==> src/rtl/zbuf_fill_engine.sv <==
// zbuf_fill_engine: fetches one 4x4 z-block (8 x 32-bit words) from main memory
// and streams it, in word order, into the z-buffer cache line-fill port.
module zbuf_fill_engine #(
  parameter logic [31:0] ZBUF_BASE      = 32'h0000_0000,
  parameter int unsigned RD_ADDR_STRIDE = 4
) (
  input  logic        clk,
  input  logic        rst,
  input  logic        fill_req,
  input  logic [14:0] fill_block_id,
  output logic        fill_busy,
  output logic        fill_done,
  output logic [31:0] mem_rd_addr,
  output logic        mem_rd_en,
  input  logic        mem_rd_ack,
  input  logic        mem_rd_valid,
  input  logic [31:0] mem_rd_data,
  output logic [10:0] cache_wr_addr,
  output logic [31:0] cache_wr_data,
  output logic        cache_wr_en,
  input  logic        cache_wr_ack,
  output logic        cache_wr_done,
  output logic        rd_overflow
);

  localparam int unsigned WORDS  = 8;
  localparam int unsigned CNT_W  = 4;
  localparam int unsigned PTR_W  = 3;
  localparam int unsigned DATA_W = 32;
  localparam int unsigned ADDR_W = 32;
  localparam int unsigned SLOT_W = 8;

  typedef enum logic [1:0] {
    IDLE = 2'd0,
    RUN  = 2'd1,
    DONE = 2'd2
  } state_t;

  state_t              state;
  logic [SLOT_W-1:0]   slot;
  logic [ADDR_W-1:0]   blk_base;
  logic [CNT_W-1:0]    iss_cnt;
  logic [CNT_W-1:0]    rcv_cnt;
  logic [CNT_W-1:0]    wr_cnt;
  logic [CNT_W-1:0]    fifo_cnt;
  logic [PTR_W-1:0]    wr_ptr;
  logic [PTR_W-1:0]    rd_ptr;
  logic [DATA_W-1:0]   fifo_mem [WORDS];

  logic                rd_accept_c;
  logic                wr_take_c;
  logic                out_free_c;
  logic                fifo_pop_c;
  logic                bypass_c;
  logic                fifo_push_c;
  logic [CNT_W-1:0]    wr_cnt_nxt_c;

  // Handshake qualifiers; the output stage refills from the FIFO head first,
  // otherwise straight from the returning read so a word lands one cycle after it arrives.
  always_comb begin
    rd_accept_c  = mem_rd_valid && (state == RUN) && (rcv_cnt != iss_cnt);
    wr_take_c    = cache_wr_en && cache_wr_ack;
    out_free_c   = !cache_wr_en || cache_wr_ack;
    fifo_pop_c   = (state == RUN) && out_free_c && (fifo_cnt != '0);
    bypass_c     = (state == RUN) && out_free_c && (fifo_cnt == '0) && rd_accept_c;
    fifo_push_c  = rd_accept_c && !bypass_c;
    wr_cnt_nxt_c = wr_cnt + CNT_W'(wr_take_c);
  end

  // Return-data buffer storage; occupancy is tracked in the control block.
  always_ff @(posedge clk) begin
    if (fifo_push_c) begin
      fifo_mem[wr_ptr] <= mem_rd_data;
    end
  end

  // Fill sequencer: read issue, return buffering, cache write stage and status.
  always_ff @(posedge clk or posedge rst) begin
    if (rst) begin
      state         <= IDLE;
      slot          <= '0;
      blk_base      <= '0;
      iss_cnt       <= '0;
      rcv_cnt       <= '0;
      wr_cnt        <= '0;
      fifo_cnt      <= '0;
      wr_ptr        <= '0;
      rd_ptr        <= '0;
      fill_busy     <= 1'b0;
      fill_done     <= 1'b0;
      mem_rd_addr   <= '0;
      mem_rd_en     <= 1'b0;
      cache_wr_addr <= '0;
      cache_wr_data <= '0;
      cache_wr_en   <= 1'b0;
      cache_wr_done <= 1'b0;
      rd_overflow   <= 1'b0;
    end else begin
      // Any read return that has no outstanding request is dropped and flagged.
      if (mem_rd_valid && !rd_accept_c) begin
        rd_overflow <= 1'b1;
      end

      case (state)
        IDLE: begin
          if (fill_req) begin
            state       <= RUN;
            fill_busy   <= 1'b1;
            slot        <= fill_block_id[SLOT_W-1:0];
            blk_base    <= ZBUF_BASE + {12'b0, fill_block_id, 5'b0};
            mem_rd_addr <= ZBUF_BASE + {12'b0, fill_block_id, 5'b0};
            mem_rd_en   <= 1'b1;
            iss_cnt     <= '0;
            rcv_cnt     <= '0;
            wr_cnt      <= '0;
            fifo_cnt    <= '0;
            wr_ptr      <= '0;
            rd_ptr      <= '0;
          end
        end

        RUN: begin
          if (mem_rd_en && mem_rd_ack) begin
            iss_cnt <= iss_cnt + CNT_W'(1);
            if (iss_cnt == CNT_W'(WORDS - 1)) begin
              mem_rd_en <= 1'b0;
            end else begin
              mem_rd_addr <= blk_base + ADDR_W'(iss_cnt + CNT_W'(1)) * ADDR_W'(RD_ADDR_STRIDE);
            end
          end

          if (rd_accept_c) begin
            rcv_cnt <= rcv_cnt + CNT_W'(1);
          end
          if (fifo_push_c) begin
            wr_ptr <= wr_ptr + PTR_W'(1);
          end
          if (fifo_pop_c) begin
            rd_ptr <= rd_ptr + PTR_W'(1);
          end
          fifo_cnt <= fifo_cnt + CNT_W'(fifo_push_c) - CNT_W'(fifo_pop_c);
          wr_cnt   <= wr_cnt_nxt_c;

          if (out_free_c) begin
            if (fifo_pop_c) begin
              cache_wr_en   <= 1'b1;
              cache_wr_data <= fifo_mem[rd_ptr];
              cache_wr_addr <= {slot, wr_cnt_nxt_c[PTR_W-1:0]};
            end else if (bypass_c) begin
              cache_wr_en   <= 1'b1;
              cache_wr_data <= mem_rd_data;
              cache_wr_addr <= {slot, wr_cnt_nxt_c[PTR_W-1:0]};
            end else begin
              cache_wr_en   <= 1'b0;
            end
          end

          if (wr_cnt_nxt_c == CNT_W'(WORDS)) begin
            state         <= DONE;
            cache_wr_en   <= 1'b0;
            cache_wr_done <= 1'b1;
            fill_done     <= 1'b1;
          end
        end

        DONE: begin
          state         <= IDLE;
          cache_wr_done <= 1'b0;
          fill_done     <= 1'b0;
          fill_busy     <= 1'b0;
        end

        default: begin
          state <= IDLE;
        end
      endcase
    end
  end

endmodule

==> config.mk <==
export PLATFORM = sky130hd
export DESIGN_NAME = zbuf_fill_engine
export DESIGN_NICKNAME = d
export VERILOG_FILES = /design/src/rtl/zbuf_fill_engine.sv
export SDC_FILE = /design/constraint.sdc
export NUM_CORES = 1
export LEC_CHECK = 0
export ABC_AREA = 1
export BUFFER_PORTS_ARGS = -buffer_cell sky130_fd_sc_hd__buf_4
export CORE_MARGIN = 4
export CORE_UTILIZATION = 54
export CTS_CLUSTER_SIZE = 24
export DETAILED_ROUTE_END_ITERATION = 10
export PLACE_DENSITY = 0.87
export RECOVER_POWER = 100
export SYNTH_ARGS = -nofsm -noshare
export SYNTH_HDL_FRONTEND = slang
export SYNTH_SLANG_ARGS = --single-unit
==> constraint.sdc <==
create_clock -name clk -period 3.5 [get_ports clk]
set_input_delay 0.525 -clock clk [delete_from_list [all_inputs] [get_ports clk]]
set_output_delay 0.525 -clock clk [all_outputs]
set_load 0.01 [all_outputs]
Word-level counts from Yosys, hierarchy flattened:

Memory sizes are Yosys's and may differ from the RTL's.
Cells that the tools add are included.

* $add $sub $neg: 9
* eq/ne operators: 13
* muxes and demuxes: 36
* reductions and logical operators: 35

Operators by type and width (number)
* $mux W32: 5
* $pmux W32 S2: 1
* $pmux W4 S2: 4
* $mux W11: 2
* $add A20 B7 Y21: 1
* $reduce_and A3 Y1: 5
* $mux W4: 3
* $pmux W3 S2: 2
* $reduce_and A2 Y1: 6
* $logic_and A1 B1 Y1: 10
* $mux W1: 10
* $ne A2 B2 Y1 const B: 5
* $reduce_bool A2 Y1: 5
* $mux W3: 3
* $add A4 B1 Y4: 2
* $add A4 B1 Y4 const B: 2
* $reduce_and A4 Y1: 2
* $add A3 B1 Y3 const B: 2
* $ne A2 B1 Y1 const B: 3
* $pmux W1 S2: 3
* $add A4 B1 Y5 const B: 1
* $eq A4 B3 Y1 const B: 1
* $eq A4 B4 Y1 const B: 1
* $logic_not A4 Y1: 1
* other kinds (10): 13

* register bits after elaboration: 127
* bits in writable memories: 256
* bits of input ports: 53
* output and inout bits: 81
* word-level logic and storage cells: 111
* memories: 1

Memories
* fifo_mem: depth 8, width 32, read ports 1, clocked after Yosys merged registers in 0, write ports 1, line 48 `logic [DATA_W-1:0] fifo_mem [WORDS];`

Longest topological paths before layout:

Gate-level depths: netlist of run 1.

* depth after elaboration: 10
* gate-level depth with buffers: 15
* gate-level depth less buffers: 15

Worst setup path after synthesis of run 1:

Ideal clock, no wire load.

* kind: input port to flip-flop
* start: in cache_wr_ack
* end: mem fifo_mem[4][0], enable pin
* setup time: 0.461 ns
* data arrival time: 3.386 ns
* data required time: 3.039 ns
* path slack: -0.348 ns
* stages on the path: 7
* buffers on the path: 0
* cells stage by stage: inv_1 > nand2_1 > nand2_1 > inv_1 > nand2_1 > nand3_1 > nor3_1

* longest elaborated chain between the ends: 8

RTL lines
* start, declared: line 21 `input logic cache_wr_ack,`
* $logic_or A1 B1 Y1: line 63 `out_free_c = !cache_wr_en || cache_wr_ack;`
* $logic_and A1 B1 Y1 (3 in a row): line 65 `bypass_c = (state == RUN) && out_free_c && (fifo_cnt == '0) && rd_accept_c;`
* $logic_not A1 Y1: line 66 `fifo_push_c = rd_accept_c && !bypass_c;`
* $logic_and A1 B1 Y1: line 66
* $mux W1: line 72 `if (fifo_push_c) begin`
* $mux W1 (not written as such): line 73 `fifo_mem[wr_ptr] <= mem_rd_data;`
* end, declared: line 48

No other way between the ends.

Worst setup path in the final report of run 1:

* start: reg state[1]
* end: reg cache_wr_data[10]

* longest elaborated chain between the ends: 6
* elaborated cells on any way between the ends: 10
* classes of those cells: eq/ne (1); mux (1); reduce/logical (8)

RTL lines
* start, declared: line 39 `state_t state;`
* start signal, assigned: line 80 `state <= IDLE;`
* start signal, assigned: line 107 `state <= RUN;`
* start signal, assigned: line 159 `state <= DONE;`
* $eq A2 B1 Y1 *
* $logic_and A1 B1 Y1, on equally long branches: line 64, 65, 61
* $logic_and A1 B1 Y1, on equally long branches: line 65, 61
* $logic_and A1 B1 Y1: line 65
* $reduce_bool A2 Y1 (no line)
* $reduce_and A3 Y1 (no line)
* end signal, assigned: line 147 `cache_wr_data <= fifo_mem[rd_ptr];`
* end signal, assigned: line 151 `cache_wr_data <= mem_rd_data;`
* end, declared: line 19 `output logic [31:0] cache_wr_data,`

Mark *: on every way between the ends. The rest lies on a longest branch, timed or not.
A chain may end at the register's enable or synchronous reset.

==> summary.md, run 1 <==
| Metric | Value |
|---|---|
| Status | `complete, but fails checks` |
| Violated checks | `max-capacitance violations, max-slew violations` |
| Hold_buf cts | `0` |
| DP HPWL | `23110 µm` |
| FP Rows | `63` |
| Final Max Tran Viols | `145` |
| Dominant synthesized flop cell | `edfxtp_1` |
| Final instance area | `18280 µm²` |
| Via density | `5.483` |
| Vias | `12410` |
| Final Hold Violating Endpoints | `0` |
| Crit path DAT | `3.48 ns` |
| Clk Latency, worst-skew pair | `0.53 ns` |
| Placed instance count | `2194` |
| Total CTS buffers | `38` |
| First drt pass iteration count | `8` |
| Area of placed instances | `17570 µm²` |
| Die area | `33010 µm²` |
| IO Pins | `134` |
| Worst-path fanout max | `42` |
| Post-CTS Setup Inserts | `0` |
| Sequential share of the synthesized area | `63.47%` |
| Violation count after the first detailed-route iteration | `1372` |
| Initial antenna violation count | `3` |
| First-pass GRT wire length | `63800 µm` |
| Fin nets | `1912` |
| Pwr Density | `865.8 nW/µm²` |
| Max Buffers Root-to-Sink | `3` |
| Share of cells above drive strength 1 | `5.766%` |
| Initial core utilization | `54.82%` |
| Reg2Reg Depth | `7` |
| Fmax | `0.3308 GHz` |
| Critical path capture point type | `register` |
| Post-synth EDFFs | `256` |
| Reg2Reg Launch Point | `state[1]$_DFFE_PP0P_` |
| Measured slew at the worst slew-check pin | `1.949 ns` |
| CP Class | `register to register` |
| Endpoints failing setup | `0` |
| Port Buffers | `120` |
| Chip Height | `181.7 µm` |
| Core Box Area | `29720 µm²` |
| RSZ-0062 raised after global routing | `false` |
| Drt drc | `0` |
| Yosys reg bits | `362` |
| Die width | `181.7 µm` |
| Final wirelength | `39310 µm` |
| Clock Sinks | `362` |
| Total congestion overflow | `0` |
| Library cells used by synthesis | `32` |
| Required @ worst endpoint | `3.96 ns` |
| Max_cap viols | `4` |
| Hold Crit Depth | `2` |
| Mapped Cells | `1739` |
| Period utilisation layout | `86.38%` |
| Clock transition at path regs | `0.06 ns` |
| LEAKAGE | `8.359 nW` |
| Antenna Nets Post-Route | `0` |
| Startpoint Class | `register` |
| Total power | `15.83 mW` |
| Finished Layout Cells | `2264` |
| Async S/R FF share, synth | `29.28%` |
| TritonCTS clock tree | `done` |
| Worst VDD drop | `0.6651 mV` |
| Mean Syn Cell Area | `9.369 µm²` |
| Rel. slew slack | `-30.27%` |
| Root buf cell | `clkbuf_16` |
| Critical path origin | `state[1]$_DFFE_PP0P_` |
| Synth warn | `0` |
| GPL Wtd Cong | `0.8897` |
| Cell area after synthesis | `16290 µm²` |
| Resized Gates After CTS | `0` |
| Final setup skew | `0.02065 ns` |
| Wire length per cell | `17.36 µm` |
| Syn-to-layout area delta | `12.23%` |
| Tot GR Track Use | `23.72%` |
| Pin count of the biggest net entering global routing | `87` |
| H-tree depth | `2` |
| Number of global-route vias before repair | `12690` |
| Clock period minus worst slack | `3.023 ns` |
| Hold path startpoint | `mem_rd_valid` |
| HP Class | `primary input to register` |
## per-stage QoR
step                      hold WS (ns)  utilization, %  setup TNS, ns  worst slack, ns
after CTS                      0.03402           63.04              0           0.7687
final                           0.2191           61.53              0           0.4768
after detailed placement        0.4528           59.11              0           0.6304
after global placement          0.4457           59.11              0           0.7542
after global routing            0.2238           61.53              0           0.3240
after floorplan                 0.4699               -         -44.48          -0.3475
## path summary, 6_finish.rpt
| kind | endpoint | slack (ns) |
|---|---|---|
| setup / recovery | cache_wr_data[10]$_DFFE_PP0P_ | 0.48 |
| hold / removal | rd_overflow$_DFFE_PP0P_ | 0.22 |
| setup reg to reg | cache_wr_data[10]$_DFFE_PP0P_ | 0.48 |
| hold reg to reg | rd_overflow$_DFFE_PP0P_ | 0.46 |
| max in group asynchronous | cache_wr_data[2]$_DFFE_PP0P_ | 1.14 |
| min in group asynchronous | slot[1]$_DFFE_PP0P_ | 0.38 |
## layout by cell type, fill, tap and decap left out, types with 2 or more instances in the layout
cell type / netlist / routed
nor3_1: 4 / 3
clkbuf_2: 0 / 8
o22ai_1: 3 / 3
nor2_4: 1 / 5
xor2_1: 7 / 7
buf_4: 14 / 32
nand4_1: 5 / 5
a21oi_1: 16 / 16
edfxtp_1: 256 / 256
nand3_1: 267 / 267
clkbuf_1: 35 / 117
clkbuf_8: 0 / 4
clkinv_1: 1 / 8
clkbuf_16: 0 / 39
ha_1: 13 / 13
o21ai_0: 40 / 41
xnor2_1: 4 / 4
conb_1: 1 / 13
fa_1: 2 / 2
nand3b_1: 5 / 5
inv_2: 3 / 2
inv_1: 248 / 247
nand2_1: 616 / 618
dfrtp_1: 106 / 104
clkinv_2: 0 / 6
o31ai_1: 2 / 2
clkinv_8: 0 / 2
nor2_1: 37 / 33
## synthesized netlist by cell type (4+ instances only)
| cell | number | area, µm² |
|---|---|---|
| a21oi_1 | 16 | 80.08 |
| buf_1 | 15 | 56.30 |
| buf_2 | 30 | 150.1 |
| buf_4 | 14 | 105.1 |
| clkbuf_1 | 35 | 131.4 |
| dfrtp_1 | 106 | 2653 |
| edfxtp_1 | 256 | 7687 |
| ha_1 | 13 | 162.7 |
| inv_1 | 248 | 930.9 |
| nand2_1 | 616 | 2312 |
| nand3_1 | 267 | 1336 |
| nand3b_1 | 5 | 37.54 |
| nand4_1 | 5 | 31.28 |
| nor2_1 | 37 | 138.9 |
| nor3_1 | 4 | 20.02 |
| o21ai_0 | 40 | 200.2 |
| xnor2_1 | 4 | 35.03 |
| xor2_1 | 7 | 61.31 |
## cell families (layout without fill, tap and decap cells)
group,Yosys count,count (layout),share of synthesized area (%)
flops,362,362,63.47
fa+ha+maj,15,15,1.244
buf+inv,347,469,8.594
other cells,1,14,0.02302
compound gates,63,63,2.004
simple gates,940,940,24.08
xor+xnor,11,11,0.5913
## registers in the layout, indices dropped and copies added, names as in the netlist
name	count
cache_wr_done	1
fifo_mem	256
fifo_cnt	4
cache_wr_data	32
fill_busy	1
wr_cnt	4
mem_rd_addr	19
cache_wr_addr	11
rd_overflow	1
rd_ptr	3
blk_base	8
iss_cnt	4
wr_ptr	3
cache_wr_en	1
slot	7
state	2
mem_rd_en	1
rcv_cnt	4
## metal layers
| metal | track usage [%] | wire length, µm |
|---|---|---|
| met4 | 8.106 | 1202 |
| met3 | 4.507 | 3638 |
| met2 | 41.36 | 19540 |
| met1 | 29.86 | 14900 |
| met5 | 0 | 34 |
## critical path: stages, from the launching register on
cell and delay [ns]:
dfrtp_1 0.38, inv_1 0.12, nand2_1 0.09, nor2_1 0.32, nand3_2 0.14, nand2_1 1.42
nand2_1 0.34, nand2_1 0.15
## area by class of cell
class	count	area, µm²
Tap cell	390	488.0
Sequential cell	362	10340
Multi-Input combinational cell	1042	4627
Fill cell	2317	11430
Timing Repair Buffer	148	705.7
Inverter	252	948.4
Clock inverter	15	95.09
Clock buffer	54	1072
Antenna cell	1	2.502
## power by group
group / internal, mW / switching, mW
combinational: 1.76 / 4.19
sequential: 5.56 / 0.532
clock: 2.15 / 1.63
total: 9.47 / 6.36
Note: power is estimated with default switching activity, not from simulation.
==> run 2, diff against run 1 <==
--- a/config.mk
+++ b/config.mk
@@ -11,6 +11,7 @@
 export CORE_UTILIZATION = 54
 export CTS_CLUSTER_SIZE = 24
 export DETAILED_ROUTE_END_ITERATION = 10
+export MAX_ROUTING_LAYER = met4
 export PLACE_DENSITY = 0.87
 export RECOVER_POWER = 100
 export SYNTH_ARGS = -nofsm -noshare
==> summary.md, run 2 (same netlist as run 1, synthesis figures left out) <==
| Metric | Value |
|---|---|
| DP HPWL | `23110 µm` |
| Max_cap viols | `4` |
| GPL Wtd Cong | `0.9070` |
| H-tree depth | `2` |
| Reg-to-Reg End | `cache_wr_data[10]$_DFFE_PP0P_` |
| Clk Latency, worst-skew pair | `0.53 ns` |
| Commonest non-fill, non-tap cell in the layout | `nand2_1` |
| Area of placed instances | `17570 µm²` |
| GR Util met1 | `30.25%` |
| Clock period minus worst slack | `3.026 ns` |
| Total congestion overflow | `0` |
| Hold path startpoint | `mem_rd_valid` |
| Rel. slew slack | `-31.81%` |
| Reg2reg setup slack | `0.47 ns` |
| Final instance area | `18290 µm²` |
| Fin nets | `1912` |
| LEAKAGE | `8.359 nW` |
| Total power | `15.84 mW` |
| Total CTS buffers | `38` |
| Period utilisation layout | `86.47%` |
| Area of the multi-input gates | `4627 µm²` |
| Hold EP | `rd_overflow$_DFFE_PP0P_` |
| Largest Register | `fifo_mem` |
| HP Class | `primary input to register` |
| Via density | `5.468` |
| Commonest cells after routing, fill and taps aside | `618 x nand2_1, 267 x nand3_1, 256 x edfxtp_1, 247 x inv_1, 117 x clkbuf_1` |
| TritonCTS clock tree | `done` |
| IO Pins | `134` |
| Pwr Density | `865.9 nW/µm²` |
| Fmax | `0.3304 GHz` |
| Final wirelength | `39360 µm` |
| Fill count | `2316` |
| Crit path DAT | `3.48 ns` |
| Initial core utilization | `54.82%` |
| Share of cells above drive strength 1 | `5.766%` |
| Antenna Nets Post-Route | `0` |
| Met2 Use GR | `41.27%` |
| Largest registers | `fifo_mem x256, cache_wr_data x32, mem_rd_addr x19` |
| Setup WS post-layout | `0.4737 ns` |
| FP Rows | `63` |
| Root buf cell | `clkbuf_16` |
| Max Buffers Root-to-Sink | `3` |
| Measured slew at the worst slew-check pin | `1.972 ns` |
| Dpl ws | `0.6304 ns` |
| Hold Crit Depth | `2` |
| Startpoint Class | `register` |
| Tot GR Track Use | `24.45%` |
| Worst VDD drop | `0.6669 mV` |
| CP Class | `register to register` |
| Reg2Reg Launch Point | `state[1]$_DFFE_PP0P_` |
| Port Buffers | `120` |
| Number of global-route vias before repair | `12680` |
| Die width | `181.7 µm` |
| Vias | `12390` |
| Final Hold Violating Endpoints | `0` |
| Endpoints failing setup | `0` |
| Status | `complete, but fails checks` |
| Hold_buf cts | `0` |
| Final setup skew | `0.02031 ns` |
| Reg2Reg Depth | `7` |
| Die area | `33010 µm²` |
| Drt drc | `0` |
| Met3 Use GR | `4.067%` |
| Resized Gates After CTS | `0` |
| Required @ worst endpoint | `3.96 ns` |
| Post-CTS Setup Inserts | `0` |
| Wire length per cell | `17.37 µm` |
| Initial antenna violation count | `3` |
| Clock transition at path regs | `0.06 ns` |
| First-pass GRT wire length | `63840 µm` |
| Max FFs per register | `256` |
| Reg area | `10340 µm²` |
| Violated checks | `max-capacitance violations, max-slew violations` |
| Critical path capture point type | `register` |
| GR peak layer | `met2` |
| Final Max Tran Viols | `145` |
| Violation count after the first detailed-route iteration | `1379` |
| RSZ-0062 raised after global routing | `false` |
| Clock Sinks | `362` |
| Chip Height | `181.7 µm` |
| Total negative slack | `0 ns` |
| Core Box Area | `29720 µm²` |
| Worst-path fanout max | `42` |
| Syn-to-layout area delta | `12.26%` |
| First drt pass iteration count | `5` |
| Pin count of the biggest net entering global routing | `87` |
-- run 2: cell types whose count changed in the layout (fill, tap and decap cells not counted), sizes merged --
cell and change:
diode +2
-- run 2: per-stage QoR --
stage                     hold WS, ns  std cells  util (%)
after detailed placement       0.4528       2194     59.11
after CTS                     0.03402       2263     63.04
after floorplan                0.4699       1751         -
final                          0.2208       2266     61.54
after global placement         0.4457       2194     59.11
after global routing           0.2238       2266     61.54
-- run 2: area by class of cell --
type | instances | area share (%)
antenna | 3 | 0.04105
clock buffer | 54 | 5.863
clock inverter | 15 | 0.5199
inverter | 252 | 5.186
multi-input combinational | 1042 | 25.30
sequential | 362 | 56.56
tap | 390 | 2.668
timing repair buffer | 148 | 3.859
-- run 2: critical path, stage by stage (launching register included) --
cell and delay (ns):
dfrtp_1 0.39, inv_1 0.11, nand2_1 0.08, nor2_1 0.31
nand3_2 0.13, nand2_1 1.44, nand2_1 0.35, nand2_1 0.15
-- run 2: where the power goes --
| part | internal (mW) | total (mW) | switching [mW] |
|---|---|---|---|
| Sequential | 5.56 | 6.10 | 0.535 |
| Combinational | 1.76 | 5.96 | 4.20 |
| Clock | 2.15 | 3.78 | 1.63 |
| Total | 9.48 | 15.8 | 6.36 |
-- run 2: how the worst max path moves through the flow --
| stage | slack [ns] | cells after the start | startpoint | endpoint |
|---|---|---|---|---|
| final | 0.47 | 7 | state[1]$_DFFE_PP0P_ | cache_wr_data[10]$_DFFE_PP0P_ |
| after global routing | 0.32 | 7 | state[1]$_DFFE_PP0P_ | cache_wr_data[10]$_DFFE_PP0P_ |
| after CTS | 0.77 | 10 | state[1]$_DFFE_PP0P_ | fifo_cnt[2]$_DFFE_PP0P_ |
| after detailed placement | 0.63 | 13 | cache_wr_ack | fifo_cnt[2]$_DFFE_PP0P_ |
| after global placement | 0.75 | 13 | cache_wr_ack | fifo_cnt[2]$_DFFE_PP0P_ |
| after floorplan | -0.35 | 7 | cache_wr_ack | fifo_mem[4][0]$_DFFE_PP_ |
-- run 2: per-layer routing --
metal,share of wire [%],wire (µm),vias up
met1,38,14970,5876
li1,-,-,5760
met2,50,19650,641
met4,3.0,1173,0
met5,0,0,-
met3,9.0,3561,113
==> run 3, diff against run 2 <==
--- a/config.mk
+++ b/config.mk
@@ -5,7 +5,7 @@
 export SDC_FILE = /design/constraint.sdc
 export NUM_CORES = 1
 export LEC_CHECK = 0
-export ABC_AREA = 1
+export ABC_AREA = 0
 export BUFFER_PORTS_ARGS = -buffer_cell sky130_fd_sc_hd__buf_4
 export CORE_MARGIN = 4
 export CORE_UTILIZATION = 54
==> summary.md, run 3 <==
| Metric | Value |
|---|---|
| Status | `complete, but fails checks` |
| Violated checks | `max-capacitance violations, max-slew violations` |
| Fin util | `62.86%` |
| GPL Wtd Cong | `0.8500` |
| Switching pwr | `5.166 mW` |
| Chip Height | `174.0 µm` |
| Synth area leaders | `edfxtp_1 52%, dfrtp_1 18%, mux2_2 5.4%, mux2i_1 4.6%, a221o_1 2.2%` |
| Hold_buf cts | `0` |
| Worst path max stage delay | `0.80 ns` |
| Required @ worst endpoint | `3.64 ns` |
| Reg2Reg Launch Point | `iss_cnt[3]$_DFFE_PP0P_` |
| HP Class | `primary input to register` |
| Worst VDD drop | `0.6716 mV` |
| Worst Hold Slack | `0.2084 ns` |
| Total negative slack | `0 ns` |
| Clk Latency, worst-skew pair | `0.53 ns` |
| Reg2reg setup slack | `0.55 ns` |
| Pwr Density | `887.4 nW/µm²` |
| Rel. slew slack | `-70.45%` |
| Comb pwr share | `32.1%` |
| WP buf/inv | `1` |
| Yosys reg bits | `362` |
| H-tree depth | `2` |
| Post-CTS Setup Inserts | `0` |
| Final instance area | `16990 µm²` |
| Period utilisation layout | `84.15%` |
| TritonCTS clock tree | `done` |
| Pint | `9.909 mW` |
| DP HPWL | `19580 µm` |
| Share of cells above drive strength 1 | `16.20%` |
| Final wirelength | `32980 µm` |
| Library cells used by synthesis | `56` |
| Mean Syn Cell Area | `14.96 µm²` |
| Yosys top cell area share | `51.66%` |
| Cell area after synthesis | `14880 µm²` |
| Vias | `9180` |
| Final setup skew | `0.02472 ns` |
| Clock period minus worst slack | `2.945 ns` |
| Max_cap viols | `1` |
| LEAKAGE | `6.284 nW` |
| Initial antenna violation count | `2` |
| Max FFs per register | `256` |
| Yosys top cell by area | `edfxtp_1` |
| Root buf cell | `clkbuf_16` |
| Dominant synthesized flop cell | `edfxtp_1` |
| Final Hold Violating Endpoints | `0` |
| Mapped Cells | `995` |
| Part of the power in registers | `41.9%` |
| Total power | `15.08 mW` |
| Hold EP | `slot[4]$_DFFE_PP0P_` |
| Hold path startpoint | `fill_block_id[4]` |
| Commonest cells after routing, fill and taps aside | `256 x edfxtp_1, 106 x clkbuf_1, 105 x dfrtp_1, 84 x nand2_1, 71 x mux2_2` |
| Async S/R FF share, synth | `29.28%` |
| Crit path cell chain | `xor2_1 -> o41a_1 -> nand3_1 -> nor4_1 -> clkbuf_2` |
| Worst-path fanout max | `32` |
| Synth top cells by count | `256 x edfxtp_1, 106 x dfrtp_1, 84 x nand2_1, 71 x mux2_2, 69 x mux2i_1` |
| Reg2Reg Depth | `5` |
| Port Buffers | `120` |
| Clock Sinks | `362` |
| Reg-to-Reg End | `fifo_mem[4][13]$_DFFE_PP_` |
| Die width | `174.0 µm` |
| Clock transition at path regs | `0.06 ns` |
| Clock Power Share | `26.0%` |
| Crit-path slowest cell | `clkbuf_2` |
| Violation count after the first detailed-route iteration | `796` |
| Die area | `30280 µm²` |
| IO Pins | `134` |
| Wire length per cell | `22.12 µm` |
| Crit path DAT | `3.08 ns` |
| Fin nets | `1187` |
| CP delay by family, top | `buffers and inverters` |
| Final Max Tran Viols | `46` |
| Cell with the most instances after synthesis | `edfxtp_1` |
| Drt drc | `0` |
| Tot GR Track Use | `22.33%` |
| Initial core utilization | `55.06%` |
| Total congestion overflow | `0` |
| Hold Crit Depth | `3` |
| Sw frac | `34.27%` |
| CP Class | `register to register` |
| Startpoint Class | `register` |
| Critical path capture point type | `register` |
| Endpoints failing setup | `0` |
| Via density | `6.157` |
| Largest Register | `fifo_mem` |
| Post-synth EDFFs | `256` |
| RSZ-0062 raised after global routing | `false` |
| Total CTS buffers | `37` |
| Synth warn | `0` |
| Measured slew at the worst slew-check pin | `2.543 ns` |
| First drt pass iteration count | `5` |
| FP Rows | `60` |
| Number of global-route vias before repair | `9565` |
| Fmax | `0.3395 GHz` |
| Max Buffers Root-to-Sink | `3` |
| Fill count | `1906` |
| Largest registers | `fifo_mem x256, cache_wr_data x32, mem_rd_addr x19` |
| Area of the multi-input gates | `4230 µm²` |
| Pin count of the biggest net entering global routing | `62` |
| Antenna Nets Post-Route | `0` |
| First-pass GRT wire length | `52360 µm` |
| Reg area | `10340 µm²` |
| Sequential share of the synthesized area | `69.48%` |
| Syn-to-layout area delta | `14.15%` |
| Core Box Area | `27030 µm²` |
| Commonest non-fill, non-tap cell in the layout | `edfxtp_1` |
| Area of placed instances | `16220 µm²` |
| Resized Gates After CTS | `0` |
run 3: stage by stage:
stage / std cells / setup slack (ns)
after global routing: 1491 / 0.2438
after CTS: 1489 / 0.6705
final: 1491 / 0.5549
after global placement: 1421 / 0.7786
after floorplan: 1007 / -0.3880
after detailed placement: 1421 / 0.6597
run 3: tightest hold or removal path, delay by kind of cell:
family        cells  cell delay (ns)
simple gates      2             0.08
buf+inv           1             0.08
run 3: routing by layer:
layer	track usage [%]	wire length (µm)
met1	28.32	12770
met2	36.40	16270
met3	4.589	3009
met4	7.489	935
met5	-	0
run 3: worst max-delay path by stage:
stage                                   to  slack [ns]  cells past startpoint                    from
5_1_grt        mem_rd_addr[14]$_DFFE_PP0P_        0.24                      6  iss_cnt[0]$_DFFE_PP0P_
3_5_place_dp   mem_rd_addr[11]$_DFFE_PP0P_        0.66                      9  iss_cnt[2]$_DFFE_PP0P_
4_1_cts            fifo_cnt[3]$_DFFE_PP0P_        0.67                     10  iss_cnt[0]$_DFFE_PP0P_
3_3_place_gp       fifo_cnt[2]$_DFFE_PP0P_        0.78                     10            mem_rd_valid
6_report         fifo_mem[4][13]$_DFFE_PP_        0.55                      5  iss_cnt[3]$_DFFE_PP0P_
2_1_floorplan     fifo_mem[1][0]$_DFFE_PP_       -0.39                      5  iss_cnt[2]$_DFFE_PP0P_
run 3: cell families (layout without fill, tap and decap cells):
family	count (synthesis)	count (layout)	share of synthesized area [%]
AOI/OAI and AO/OA	170	170	8.483
xor gates and xnor gates	18	18	1.059
adders and majority gates	15	15	1.362
buffers and inverters	87	228	2.833
DFF	362	362	69.48
muxes	144	144	10.47
other	1	15	0.02520
and+or+nand+nor	198	198	6.289
run 3: area by class of cell:
class,instances,area share (%)
diodes,2,0.02946
clock buffers,40,5.517
clock inverters,28,1.584
inverters,18,0.4051
multi-input cells,558,24.90
flip-flops and latches,362,60.89
well taps,341,2.512
repair buffers,142,4.161
run 3: power groups by stage:
stage / Combinational (mW) / Clock [mW] / Sequential [mW]
3_3_place_gp: 4.96 / 0 / 6.32
3_5_place_dp: 5.16 / 0 / 6.37
4_1_cts: 5.21 / 3.96 / 6.31
2_1_floorplan: 3.39 / 0 / 6.26
6_report: 4.85 / 3.92 / 6.31
5_1_grt: 5.31 / 4.17 / 6.41
